File: config.mk
export PLATFORM = sky130hd
export DESIGN_NAME = traffic_light_monitor
export DESIGN_NICKNAME = d
export VERILOG_FILES = /design/src/rtl/tlm_pkg.sv /design/src/rtl/tlm_phase_decode.sv /design/src/rtl/traffic_light_monitor.sv
export SDC_FILE = /design/constraint.sdc
export NUM_CORES = 1
export LEC_CHECK = 0
export CORE_MARGIN = 3
export CORE_UTILIZATION = 53
export DETAILED_ROUTE_END_ITERATION = 6
export PLACE_DENSITY = 0.89
export SETUP_SLACK_MARGIN = 0.4
export SYNTH_ARGS = -nofsm -noshare
export SYNTH_HDL_FRONTEND = slang
export SYNTH_SLANG_ARGS = --single-unit
File: constraint.sdc
create_clock -name clk -period 3.39 [get_ports clk]
set_clock_uncertainty 0.1 [all_clocks]
set_input_delay 0.8475 -clock clk [delete_from_list [all_inputs] [get_ports clk]]
set_output_delay 0.8475 -clock clk [all_outputs]
set_load 0.005 [all_outputs]
File: src/rtl/tlm_pkg.sv
// Shared definitions for the traffic light monitor: lamp encodings, phase codes,
// error strobe bit positions and the monitor FSM state type.
package tlm_pkg;

    localparam logic [2:0] LAMP_RED = 3'b100;
    localparam logic [2:0] LAMP_YEL = 3'b010;
    localparam logic [2:0] LAMP_GRN = 3'b001;

    typedef enum logic [1:0] {
        PH_NS_G = 2'd0,
        PH_NS_Y = 2'd1,
        PH_EW_G = 2'd2,
        PH_EW_Y = 2'd3
    } phase_e;

    localparam int ERR_TIMING   = 0;
    localparam int ERR_SEQ      = 1;
    localparam int ERR_ILLEGAL  = 2;
    localparam int ERR_CONFLICT = 3;

    typedef enum logic {
        SYNC  = 1'b0,
        TRACK = 1'b1
    } tlm_state_e;

endpackage

File: src/rtl/tlm_phase_decode.sv
// Combinational decode of a registered {NS, EW} lamp sample into a phase code,
// a legal flag and the conflicting-greens condition.
module tlm_phase_decode
    import tlm_pkg::*;
(
    input  logic [5:0] lights_i,
    output logic [1:0] code_o,
    output logic       legal_o,
    output logic       conflict_o
);

    logic [2:0] ns;
    logic [2:0] ew;

    assign ns = lights_i[5:3];
    assign ew = lights_i[2:0];

    // Only the four controller states are legal; everything else, all-red included, is not.
    always_comb begin
        code_o  = PH_NS_G;
        legal_o = 1'b0;
        if (ns == LAMP_GRN && ew == LAMP_RED) begin
            code_o  = PH_NS_G;
            legal_o = 1'b1;
        end else if (ns == LAMP_YEL && ew == LAMP_RED) begin
            code_o  = PH_NS_Y;
            legal_o = 1'b1;
        end else if (ns == LAMP_RED && ew == LAMP_GRN) begin
            code_o  = PH_EW_G;
            legal_o = 1'b1;
        end else if (ns == LAMP_RED && ew == LAMP_YEL) begin
            code_o  = PH_EW_Y;
            legal_o = 1'b1;
        end
    end

    assign conflict_o = ~ns[2] & ~ew[2];

endmodule

File: src/rtl/traffic_light_monitor.sv
// Passive checker beside the intersection controller: flags conflicts, illegal
// encodings, out-of-order phases and (with TLM_TIMING_CHECK_EN) wrong dwell times.
module traffic_light_monitor
    import tlm_pkg::*;
#(
    parameter int PHASE_CYCLES = 11,
    parameter int CNT_W        = 8
) (
    input  logic             clk,
    input  logic             reset_n,
    input  logic [2:0]       light_north_south,
    input  logic [2:0]       light_east_west,
    input  logic             clr_err,
    output logic [1:0]       phase,
    output logic             phase_valid,
    output logic [3:0]       err_pulse,
    output logic [3:0]       err_status,
    output logic [CNT_W-1:0] round_count
);

`ifdef TLM_TIMING_CHECK_EN
    localparam logic [CNT_W-1:0] DWELL_ONE   = CNT_W'(1);
    localparam logic [CNT_W-1:0] DWELL_NOM   = CNT_W'(PHASE_CYCLES);
    localparam logic [CNT_W-1:0] DWELL_LIMIT = CNT_W'(PHASE_CYCLES + 1);
    localparam logic [CNT_W-1:0] DWELL_MAX   = '1;

    logic [CNT_W-1:0] dwell_q, dwell_d, dwell_inc;
`endif

    logic [2:0]       ns_q, ew_q;
    tlm_state_e       state_q, state_d;
    logic [1:0]       last_q, last_d;
    logic [1:0]       next_phase;
    logic             first_partial_q, first_partial_d;
    logic [3:0]       pulse_q, pulse_d;
    logic [3:0]       status_q, status_d;
    logic [CNT_W-1:0] round_q, round_d;

    logic [1:0]       code;
    logic             legal;
    logic             conflict;

    tlm_phase_decode u_decode (
        .lights_i   ({ns_q, ew_q}),
        .code_o     (code),
        .legal_o    (legal),
        .conflict_o (conflict)
    );

    assign next_phase = last_q + 2'd1;
`ifdef TLM_TIMING_CHECK_EN
    assign dwell_inc  = (dwell_q == DWELL_MAX) ? dwell_q : dwell_q + DWELL_ONE;
`endif

    // Next-state logic; TRACK checks run in priority order illegal, hold, advance, skip.
    always_comb begin
        state_d         = state_q;
        last_d          = last_q;
        first_partial_d = first_partial_q;
        pulse_d         = '0;
        round_d         = round_q;
`ifdef TLM_TIMING_CHECK_EN
        dwell_d         = dwell_q;
`endif
        case (state_q)
            SYNC: begin
                if (legal) begin
                    state_d         = TRACK;
                    last_d          = code;
                    first_partial_d = 1'b1;
`ifdef TLM_TIMING_CHECK_EN
                    dwell_d         = DWELL_ONE;
`endif
                end
            end
            TRACK: begin
                if (!legal) begin
                    pulse_d[ERR_ILLEGAL]  = 1'b1;
                    pulse_d[ERR_CONFLICT] = conflict;
                    state_d               = SYNC;
                end else if (code == last_q) begin
`ifdef TLM_TIMING_CHECK_EN
                    dwell_d = dwell_inc;
                    if (dwell_inc == DWELL_LIMIT) begin
                        pulse_d[ERR_TIMING] = 1'b1;
                        state_d             = SYNC;
                    end
`endif
                end else if (code == next_phase) begin
`ifdef TLM_TIMING_CHECK_EN
                    // The phase entered from SYNC was seen only partially, so its length is not judged.
                    if (dwell_q != DWELL_NOM && !first_partial_q) begin
                        pulse_d[ERR_TIMING] = 1'b1;
                    end
                    dwell_d = DWELL_ONE;
`endif
                    last_d          = code;
                    first_partial_d = 1'b0;
                    if (last_q == PH_EW_Y) begin
                        round_d = round_q + CNT_W'(1);
                    end
                end else begin
                    pulse_d[ERR_SEQ] = 1'b1;
                    state_d          = SYNC;
                end
            end
            default: state_d = SYNC;
        endcase
        status_d = (status_q & ~{4{clr_err}}) | pulse_d;
    end

    always_ff @(posedge clk or negedge reset_n) begin
        if (!reset_n) begin
            ns_q            <= LAMP_RED;
            ew_q            <= LAMP_RED;
            state_q         <= SYNC;
            last_q          <= PH_NS_G;
            first_partial_q <= 1'b1;
            pulse_q         <= '0;
            status_q        <= '0;
            round_q         <= '0;
`ifdef TLM_TIMING_CHECK_EN
            dwell_q         <= '0;
`endif
        end else begin
            ns_q            <= light_north_south;
            ew_q            <= light_east_west;
            state_q         <= state_d;
            last_q          <= last_d;
            first_partial_q <= first_partial_d;
            pulse_q         <= pulse_d;
            status_q        <= status_d;
            round_q         <= round_d;
`ifdef TLM_TIMING_CHECK_EN
            dwell_q         <= dwell_d;
`endif
        end
    end

    assign phase       = last_q;
    assign phase_valid = (state_q == TRACK);
    assign err_pulse   = pulse_q;
    assign err_status  = status_q;
    assign round_count = round_q;

endmodule

Word level (Yosys, flattened, before mapping). Cells that the tools add are included.

Bits of input ports: 9. Logic and storage cells: 59. Register bits after elaboration: 24. Output and inout port bits: 19.

Mux-type cells: 23. Eq/ne operators: 13. Add/subtract/negate cells: 2. Reduce and logical (&&, ||, !) cells: 6. Bitwise gates (word level): 8.

Operators by type and width (count): two-way mux 2 bit (9); two-way mux 1 bit (11); adder 8 x 1 -> 8 bit (second input constant) (1); equality test 3 x 1 -> 1 bit (second input constant) (2); equality test 3 x 2 -> 1 bit (second input constant) (2); equality test 3 bit (second input constant) (2); AND reduction 5 bit (1); AND 4 bit (1); equality test 2 bit (2); logical AND 1 bit (4); != test 2 x 1 -> 1 bit (second input constant) (2); != test 2 bit (second input constant) (2); inverter 1 bit (4); inverter 4 bit (1); bitwise OR 4 bit (1); one-hot mux 2 bit (2 select lines) (1); AND reduction 4 bit (1); two-way mux 3 bit (1); adder 2 x 1 -> 2 bit (second input constant) (1); equality test 2 bit (second input constant) (1); one-hot mux 1 bit (2 select lines) (1); AND 1 bit (1).

Longest topological paths before layout. Gate-level depths: netlist (run 1).

Word-level depth: 12. Depth in mapped cells: 6. Mapped depth without buffers: 6.

Cells and area by module. A second synthesis (run 1) with hierarchy kept.

Cell total of the unflattened synthesis: 87. Area, all modules: 1082.3 µm².

Modules (own cells, without submodules): traffic_light_monitor (cells an instance 75, instances 1, sequential area each 603.1 µm², area an instance 974.7 µm²); tlm_phase_decode (cells an instance 12, instances 1, sequential area each 0.0 µm², area an instance 107.6 µm²).

Worst setup path before layout (run 1). No wires, ideal clock.

Kind: reg-to-reg. Start point: register last_q[0] (netlist: phase[0]). End point: register status_q[1] (netlist: err_status[1]). Required time: 3.226 ns. Arrival time: 1.748 ns. Library setup time: 0.064 ns. Slack: 1.479 ns. Cell stages (with the launch flop): 7. Path buffers: 0. Clock period less this slack: 1.911 ns. Cell sequence: dfrtp_1 ha_1 nor2b_1 o221ai_1 nor3b_2 mux2i_1 a21o_1.

Word-level cells in the longest chain between the ends: 7. Elaborated cells between the ends (all ways): 8. Classes of those cells: add/sub: 1; eq/ne: 2; mux: 4; bitwise: 1.

RTL lines: from (decl) (RTL line traffic_light_monitor.sv:32) `logic [1:0] last_q, last_d;`; from (signal assigned) (RTL line traffic_light_monitor.sv:129) `last_q <= last_d;`; adder 2 x 1 -> 2 bit (RTL line traffic_light_monitor.sv:50) `assign next_phase = last_q + 2'd1;`; equality test 2 bit (RTL line traffic_light_monitor.sv:89) `end else if (code == next_phase) begin`; two-way mux 1 bit (RTL line traffic_light_monitor.sv:89); two-way mux 1 bit * (RTL line traffic_light_monitor.sv:81) `end else if (code == last_q) begin`; two-way mux 1 bit * (RTL line traffic_light_monitor.sv:77) `if (!legal) begin`; two-way mux 3 bit * (RTL line traffic_light_monitor.sv:65) `case (state_q)`; via pulse_d[1] (RTL line traffic_light_monitor.sv:35) `logic [3:0] pulse_q, pulse_d;`; bitwise OR 4 bit * (RTL line traffic_light_monitor.sv:109) `status_d = (status_q & ~{4{clr_err}}) | pulse_d;`; via status_d[1] (RTL line traffic_light_monitor.sv:36) `logic [3:0] status_q, status_d;`; to (signal assigned) (RTL line traffic_light_monitor.sv:132) `status_q <= status_d;`; to (decl) (RTL line traffic_light_monitor.sv:36).

Mark *: on every way through the listed nets, which the timed path passes. The rest lies on a longest branch. A chain may end at the register's enable or synchronous reset.

Final worst setup path (run 1).
Start point: register state_q (netlist: phase_valid). End point: output phase_valid.

RTL lines: from (decl) (RTL line traffic_light_monitor.sv:31) `tlm_state_e state_q, state_d;`; from (signal assigned) (RTL line traffic_light_monitor.sv:128) `state_q <= state_d;`; to (decl) (RTL line traffic_light_monitor.sv:15) `output logic phase_valid,`.

No word-level cell between the ends.

==> impl_summary.md, run 1 <==
Synth
The number of different library cells in the post-synthesis netlist is 40. The most frequent cell after synthesis is sky130_fd_sc_hd__dfrtp_1. In the synthesized netlist the dominant register cell turns out to be sky130_fd_sc_hd__dfrtp_1. After synthesis, the cell types taking the most area are sky130_fd_sc_hd__dfrtp_1 (45%), sky130_fd_sc_hd__xnor2_1 (6.4%), sky130_fd_sc_hd__dfstp_2 (4.3%), sky130_fd_sc_hd__nand3_1 (2.8%), sky130_fd_sc_hd__nor2b_1 (2.5%). Counting flops and latches in the post-synthesis netlist gives 24. After synthesis, the most frequently instantiated cells are sky130_fd_sc_hd__dfrtp_1 (22), sky130_fd_sc_hd__xnor2_1 (9), sky130_fd_sc_hd__nand2_1 (7), sky130_fd_sc_hd__nand3_1 (7). The sequential cell area fraction in the yosys report is 0.4898. The Yosys warning count is 0. The synthesized design contains 0 enable-type register cells. The area share of the largest cell type after synthesis is 0.4472. The most area-hungry cell type in the Yosys netlist is sky130_fd_sc_hd__dfrtp_1. The post-synthesis net count is approximately 120.

The mean area per synthesized cell is roughly 12 um2. The cell count after synthesis came out at ~100. The synthesized netlist occupies a cell area of roughly 1200 um2. The async set or reset register ratio after synthesis is 1.000.

Setup path
The maximum cell stage delay along the critical path is between 0.6 and 0.7 ns. The slowest stage cell on the critical path is sky130_fd_sc_hd__dfrtp_1. The critical path data arrival time is approximately 1.5 ns. Traced cell by cell, the critical path runs through clkdlybuf4s50_1.

The peak fanout along the critical path is 13. The critical path class is reg2out. Broken down by cell family, the worst path's largest delay share belongs to flip-flops. The count of buffering cells on the critical path with inverters included is 1.

STA classifies the critical path startpoint as a flop. The required time at the endpoint of the critical path is about 2.4 ns. STA classifies the critical path endpoint as a primary output.

Finish
The area added between synthesis and finish is 26.83%. The number of inserted diodes is 0. The share of layout cells above drive strength 1 is 0.1288. The total number of nets in the final design is 144.

For this run, the share of the core covered by cells in the final layout is 0.7500.

Die
Row generation in the floorplan step produced 16 rows. The floorplan die height is 54.20 um. The die covers 2937 um2. The count of pins on the block boundary is 28. Measured along the x axis, the die boundary spans 54.20 um. After floorplanning, the core was sized to cover ~2100 um2.

The initial core utilization is 0.5913.

Routing
The first detailed-routing pass ran for 5 iterations. After detailed routing, the total wire length is 2386 um. In the final routed layout, each cell accounts on average for between 15 and 20 um. The count of nets left with antenna violations once routing finished came out at 0. For this block, the initial DRC count from the detailed router was 19. The routed layout has 898 vias. For this run, design rule violations remaining after detail routing come to 0. Using the TritonRoute via totals, the vias-per-cell ratio works out to around 5.6.

Timing
Setup repair after global routing left no endpoint under its margin. The hold violation count in the final report is 0. The maximum achievable frequency is about 400 MHz.

The final worst setup slack is between 0.8 and 0.9 ns. Adding up every negative setup slack in the final design gives 0 ns. The shortest period the worst path allows is approximately 2.5 ns. The number of endpoints failing setup at the final stage is 0.

The final max-slew violation count is 0. The part of the cycle the worst path needs is 0.7348.

Clock tree
Post-CTS timing repair inserted 0 buffers for setup. CTS built an H-tree with a depth of 1. The TritonCTS clock tree is built. The number of resized instances in the post-cts repair step is 0. The clock latency reported for the late side of the worst-skew pair is 0.33 ns.

The clock drives 24 sinks. The maximum count of clock buffers along a single path is 2. For this design, the CTS-stage hold fixing added 0 buffers. Clock-pin slew was measured on the worst setup and hold paths at 0.14 ns.

The number of buffers added by the clock tree synthesis step is 3. The clock root buffer is sky130_fd_sc_hd__clkbuf_4.

Global routing
After global routing the overflow that remains totals 0. The number of antenna violations at the first check in global routing came to 0. The via count of the first global-routing pass is about 860. Entering global routing, the biggest net connects 25 pins. The first global-routing pass estimated ~3800 um of wire. For this run, the total global-route usage over all layers was measured as 0.1830.

Power and ir drop
The leakage power is about 0.67 nW. The post-route total power is 614.7 uW. The peak supply drop is about 0.00027 V. In this run the power density over the cells is about 390 nW/um2.

Placement
Once detailed placement completed, the half-perimeter wirelength came to between 1500 and 2000 um. The placer congestion estimate is ~0.80. Buffers placed on the I/O ports in this run total 26. Before CTS, the worst setup slack after placement is around 1.3 ns.

Min path
The class of the worst hold path is reg2reg.

Status
The run finished with clean final reports.

Job
Max-cap violations in this run came to 0.
-- area by class of cell --
class | count | area [um2]
clock buffer | 3 | 22.52
clock inverter | 1 | 30.03
fill | 149 | 520.5
inverter | 5 | 18.77
multi-input combinational | 72 | 585.6
sequential | 24 | 603.1
tap | 27 | 33.78
timing repair buffer | 27 | 267.8
-- worst paths after layout --
path | from | end | slack [ns] | cells past startpoint
max | phase_valid$_DFF_PN0_ | phase_valid | 0.90 | 1
min | round_count[7]$_DFFE_PN0P_ | round_count[7]$_DFFE_PN0P_ | 0.39 | 1
max reg2reg | phase[0]$_DFFE_PN0P_ | err_status[1]$_DFF_PN0_ | 1.22 | 6
min reg2reg | round_count[7]$_DFFE_PN0P_ | round_count[7]$_DFFE_PN0P_ | 0.39 | 1
max in group asynchronous | reset_n | ns_q[2]$_DFF_PN1_ | 2.15 | 2
min in group asynchronous | reset_n | round_count[6]$_DFFE_PN0P_ | 0.76 | 2
-- sequential cells by signal, indices dropped and copies added, names as in the netlist --
signal	count
phase_valid	1
ew_q	3
ns_q	3
phase	2
round_count	8
err_pulse	3
err_status	4
-- placed cells by master, fill, tap and decap left out, types with 2 or more instances in the layout --
cell                               n
sky130_fd_sc_hd__ha_1              2
sky130_fd_sc_hd__nor3_1            3
sky130_fd_sc_hd__xor2_1            2
sky130_fd_sc_hd__mux2_4            2
sky130_fd_sc_hd__nor2b_1           5
sky130_fd_sc_hd__nor2_1            3
sky130_fd_sc_hd__nand2_1           7
sky130_fd_sc_hd__a21oi_1           3
sky130_fd_sc_hd__mux2i_1           2
sky130_fd_sc_hd__dfrtp_1          22
sky130_fd_sc_hd__dfstp_2           2
sky130_fd_sc_hd__nor3b_2           2
sky130_fd_sc_hd__inv_1             5
sky130_fd_sc_hd__nand4_1           2
sky130_fd_sc_hd__clkdlybuf4s50_1  26
sky130_fd_sc_hd__o21ai_0           2
sky130_fd_sc_hd__clkbuf_4          3
sky130_fd_sc_hd__xnor2_1           9
sky130_fd_sc_hd__a221oi_1          2
sky130_fd_sc_hd__nand3_1           7
-- worst reg2reg max path, delay by kind of cell, from the launching register on --
family	cells	cell delay (ns)
mux	1	0.27
compound gates	2	0.33
flops	1	0.52
simple gates	2	0.46
fa+ha+maj	1	0.44
-- power by group --
group	total, mW	switching (mW)	leakage (nW)	internal [mW]
Combinational	0.0921	0.0437	0.325	0.0484
Clock	0.210	0.0907	0.0279	0.120
Sequential	0.312	0.0150	0.316	0.297
-- layer usage --
layer	GRT usage	wire [um]	vias up
li1	-	-	422
met3	0.02493	143	10
met5	0	0	-
met1	0.1986	951	416
met4	0.09129	61	0
met2	0.3406	1230	50
-- cells by family after synthesis --
| family | after synthesis | synth area share |
|---|---|---|
| buffers and inverters | 8 | 0.03455 |
| adders and majority gates | 2 | 0.02032 |
| and+or+nand+nor | 38 | 0.2165 |
| AOI/OAI and AO/OA | 15 | 0.09453 |
| muxes | 4 | 0.04065 |
| xor gates and xnor gates | 12 | 0.1006 |
| DFF | 24 | 0.4898 |
| other | 1 | 0.003046 |
-- per-stage QoR --
step	std cells	cell area, um2	hold WS, ns
final	159	1562	0.3887
after global routing	159	1562	0.4173
after CTS	159	1562	0.3960
after detailed placement	155	1509	0.3732
after global placement	155	1509	0.3619
after floorplan	104	1231	0.3682
Power figures use the tool's default switching activity.
==> inputs of run 2 (changes only) <==
- CORE_UTILIZATION: 53 -> 44
- PLACE_DENSITY: 0.89 -> 0.79
- clock period: 3.39 -> 2.19 ns (I/O delays scaled with it)
==> run 2 against run 1 <==
Global-route usage down 1.3 points. Die area up 18%. Clock-buffer cell count unchanged. Flip-flop and latch count unchanged. Via count up 9.5%. Hold slack better by 0.0046 ns.
==> impl_summary.md, run 2 (same netlist as run 1, synthesis figures left out) <==
Status
The run finished with clean final reports.

Power and ir drop
For this design the ratio of total power to cell area is between 500 and 600 nW/um2. The leakage power is 0.8994 nW. The peak supply drop is 0.0003693 V. The net switching power is 234.0 uW. The post-route total power is slightly below 1 mW. The design internal power is about 750 uW. The share of total power dissipated in the clock network is 0.318. The combinational power share is 0.196. Of the total power, registers draw 0.486. Of the total power, the share spent switching nets is 0.2368.

Timing
Of the available clock period, the critical path in the final layout requires 0.8701. Derived from the worst setup path, the maximum achievable clock frequency is 524.8 MHz. The clock period could shrink to around 1.9 ns.

Setup violations remaining at the end of the flow were counted as 0. Setup repair after global routing could not meet its margin everywhere. The total negative slack for setup checks is 0 ns. The final max-slew violation count is 0.

The hold violation count in the final report is 0.

Setup path
Of all nets on the critical path, the largest fanout is 5. The critical path data arrival time is around 2.0 ns. The kind of end point of the critical path is a flop. The critical path class is reg2reg. The required time at the endpoint of the critical path is approximately 2.3 ns. The setup check on the worst reg-to-reg path leaves a slack of around 0.28 ns.

The worst setup path is launched from a flop.

Global routing
The via count of the first global-routing pass is 1055. The global-route usage over all layers is 0.1703. The total overflow reported by the global router is 0.

The number of antenna violations at the first check in global routing was 0. The first global-routing pass estimated about 4500 um of wire. The maximum number of pins on one net before global-route repair is 25.

Clock tree
TritonCTS built the clock tree. The total clock sinks is 24. The clock latency reported for the late side of the worst-skew pair is around 0.31 ns. In this run the number of H-tree levels came out at 1.

The longest clock path from root to sink contains 2 buffers. The clock root buffer is sky130_fd_sc_hd__clkbuf_4. The number of clock buffers added by TritonCTS is 3. Clock-pin slew was measured on the worst setup and hold paths at 0.13 ns.

Hold repair after CTS inserted 0 buffers.

Die
The die covers approximately 3500 um2. From bottom edge to top edge, the die measures about 59 um. Row generation in the floorplan step produced 18 rows. The core area is between 2000 and 3000 um2. Measured along the x axis, the die boundary spans about 60 um. The initial core utilization is 0.4795. In this run the count of I/O pins placed on the die edge is 28.

Finish
After the last flow step, the layout net total stands at roughly 170. The number of inserted diodes is 0. The share of layout cells above drive strength 1 is 0.3141. Leaving out fill and tap cells, the most frequent cell in the layout is sky130_fd_sc_hd__buf_4. In the layout the commonest cells are sky130_fd_sc_hd__buf_4 (24), sky130_fd_sc_hd__dfrtp_1 (20), sky130_fd_sc_hd__dlygate4sd2_1 (17). The finished cells cover ~1800 um2.

The number of flip-flops in the largest register is 8. Compared with the post-synthesis result, the final layout area differs by 44.41%. After filler insertion, the fill cell instance count of the layout stands at 190.

Placement
The post-detailed-placement cell area is between 1500 and 2000 um2. At the end of routability-driven placement, the weighted congestion stood at about 0.76. In this run the tool buffered the top-level ports with 26 buffer cells. Detailed placement ended at an HPWL of 1729 um.

Routing
The number of iterations in the first detailed-routing pass is 4. The routed design has approximately 2600 um of wire. Dividing the detail-routed wire length by the instance count gives 13.98 um. After detailed routing, the number of remaining DRC violations is 0.

Detailed routing inserted a total of a little under 1000 vias. The count of nets left with antenna violations once routing finished came out at 0. The number of violations reported at the end of detailed-routing iteration 0 is 28. After detailed routing, the number of vias per cell comes to around 5.3.

Min path
In this run the worst hold path is classified as reg2reg.

Job
Across the run, the number of max-cap violations was 0.
==> run 2: cell types whose count changed in the layout (fill, tap and decap cells not counted), sizes merged <==
| cell | before | now |
|---|---|---|
| buf | 1 | 25 |
| clkdlybuf4s50 | 26 | 8 |
| dlygate4sd2 | 0 | 17 |
| dlymetal6s2s | 0 | 1 |
==> run 2: repair_timing <==
| action | in CTS | in global routing |
|---|---|---|
| resized for setup | 21 | 6 |
| cloned | 0 | 0 |
| endpoints found under the setup margin | 30 | 18 |
| buffers inserted | 21 | 1 |
| pin swaps | 5 | 4 |
==> run 2: power by group through the flow <==
stage / logic (mW) / registers (mW) / clock network, mW
2_1_floorplan: 0.0920 / 0.489 / 0
3_3_place_gp: 0.148 / 0.491 / 0
3_5_place_dp: 0.152 / 0.492 / 0
4_1_cts: 0.188 / 0.480 / 0.325
5_1_grt: 0.209 / 0.483 / 0.346
6_report: 0.193 / 0.480 / 0.314
==> run 2: worst paths after layout <==
kind                       depth (start not counted)                          to               startpoint
hold / removal                                     1     err_status[1]$_DFF_PN0_  err_status[1]$_DFF_PN0_
max in group asynchronous                          2           ew_q[2]$_DFF_PN1_                  reset_n
min in group asynchronous                          2  round_count[5]$_DFFE_PN0P_                  reset_n
hold reg to reg                                    1     err_status[1]$_DFF_PN0_  err_status[1]$_DFF_PN0_
setup / recovery                                   5  round_count[1]$_DFFE_PN0P_        ns_q[2]$_DFF_PN1_
setup reg to reg                                   5  round_count[1]$_DFFE_PN0P_        ns_q[2]$_DFF_PN1_
==> run 2: layout make-up <==
class                      count  area [um2]  share of cell area
clock buffer                   3       22.52             0.01267
tap                           30       37.54             0.02111
multi-input combinational     72       630.6              0.3547
timing repair buffer          51       432.9              0.2435
sequential                    24       605.6              0.3406
inverter                       5       18.77             0.01056
clock inverter                 1       30.03             0.01689
==> run 2: through the flow <==
step | setup slack [ns] | std cells | hold WS (ns) | utilization
after global routing | 0.2162 | 186 | 0.4236 | 0.6925
final | 0.2844 | 186 | 0.3932 | 0.6925
after detailed placement | 0.1440 | 160 | 0.3702 | 0.5999
after floorplan | 0.3278 | 104 | 0.1519 | -
after CTS | 0.2659 | 185 | 0.4002 | 0.6793
after global placement | 0.1867 | 160 | 0.3607 | 0.5999
==> run 2: per-layer routing <==
layer  up-vias  track usage  share of wire
met1       466       0.1816           0.38
met4         0      0.09061          0.026
met2        39       0.3202           0.54
met3         7      0.02193          0.057
li1        471            -              -
met5         -            0              0
==> run 2: critical path, stage by stage, from the launching register on <==
cell and delay (ns):
sky130_fd_sc_hd__dfstp_2 0.61, sky130_fd_sc_hd__and4bb_2 0.28, sky130_fd_sc_hd__o21ai_4 0.21, sky130_fd_sc_hd__xnor2_4 0.18
sky130_fd_sc_hd__nand4_4 0.12, sky130_fd_sc_hd__mux2_4 0.31
==> inputs of run 3 (changes only) <==
- HOLD_SLACK_MARGIN: not set -> 0.12
==> results of run 3 <==
Final layout, timing and power as in run 2 (identical DEF).
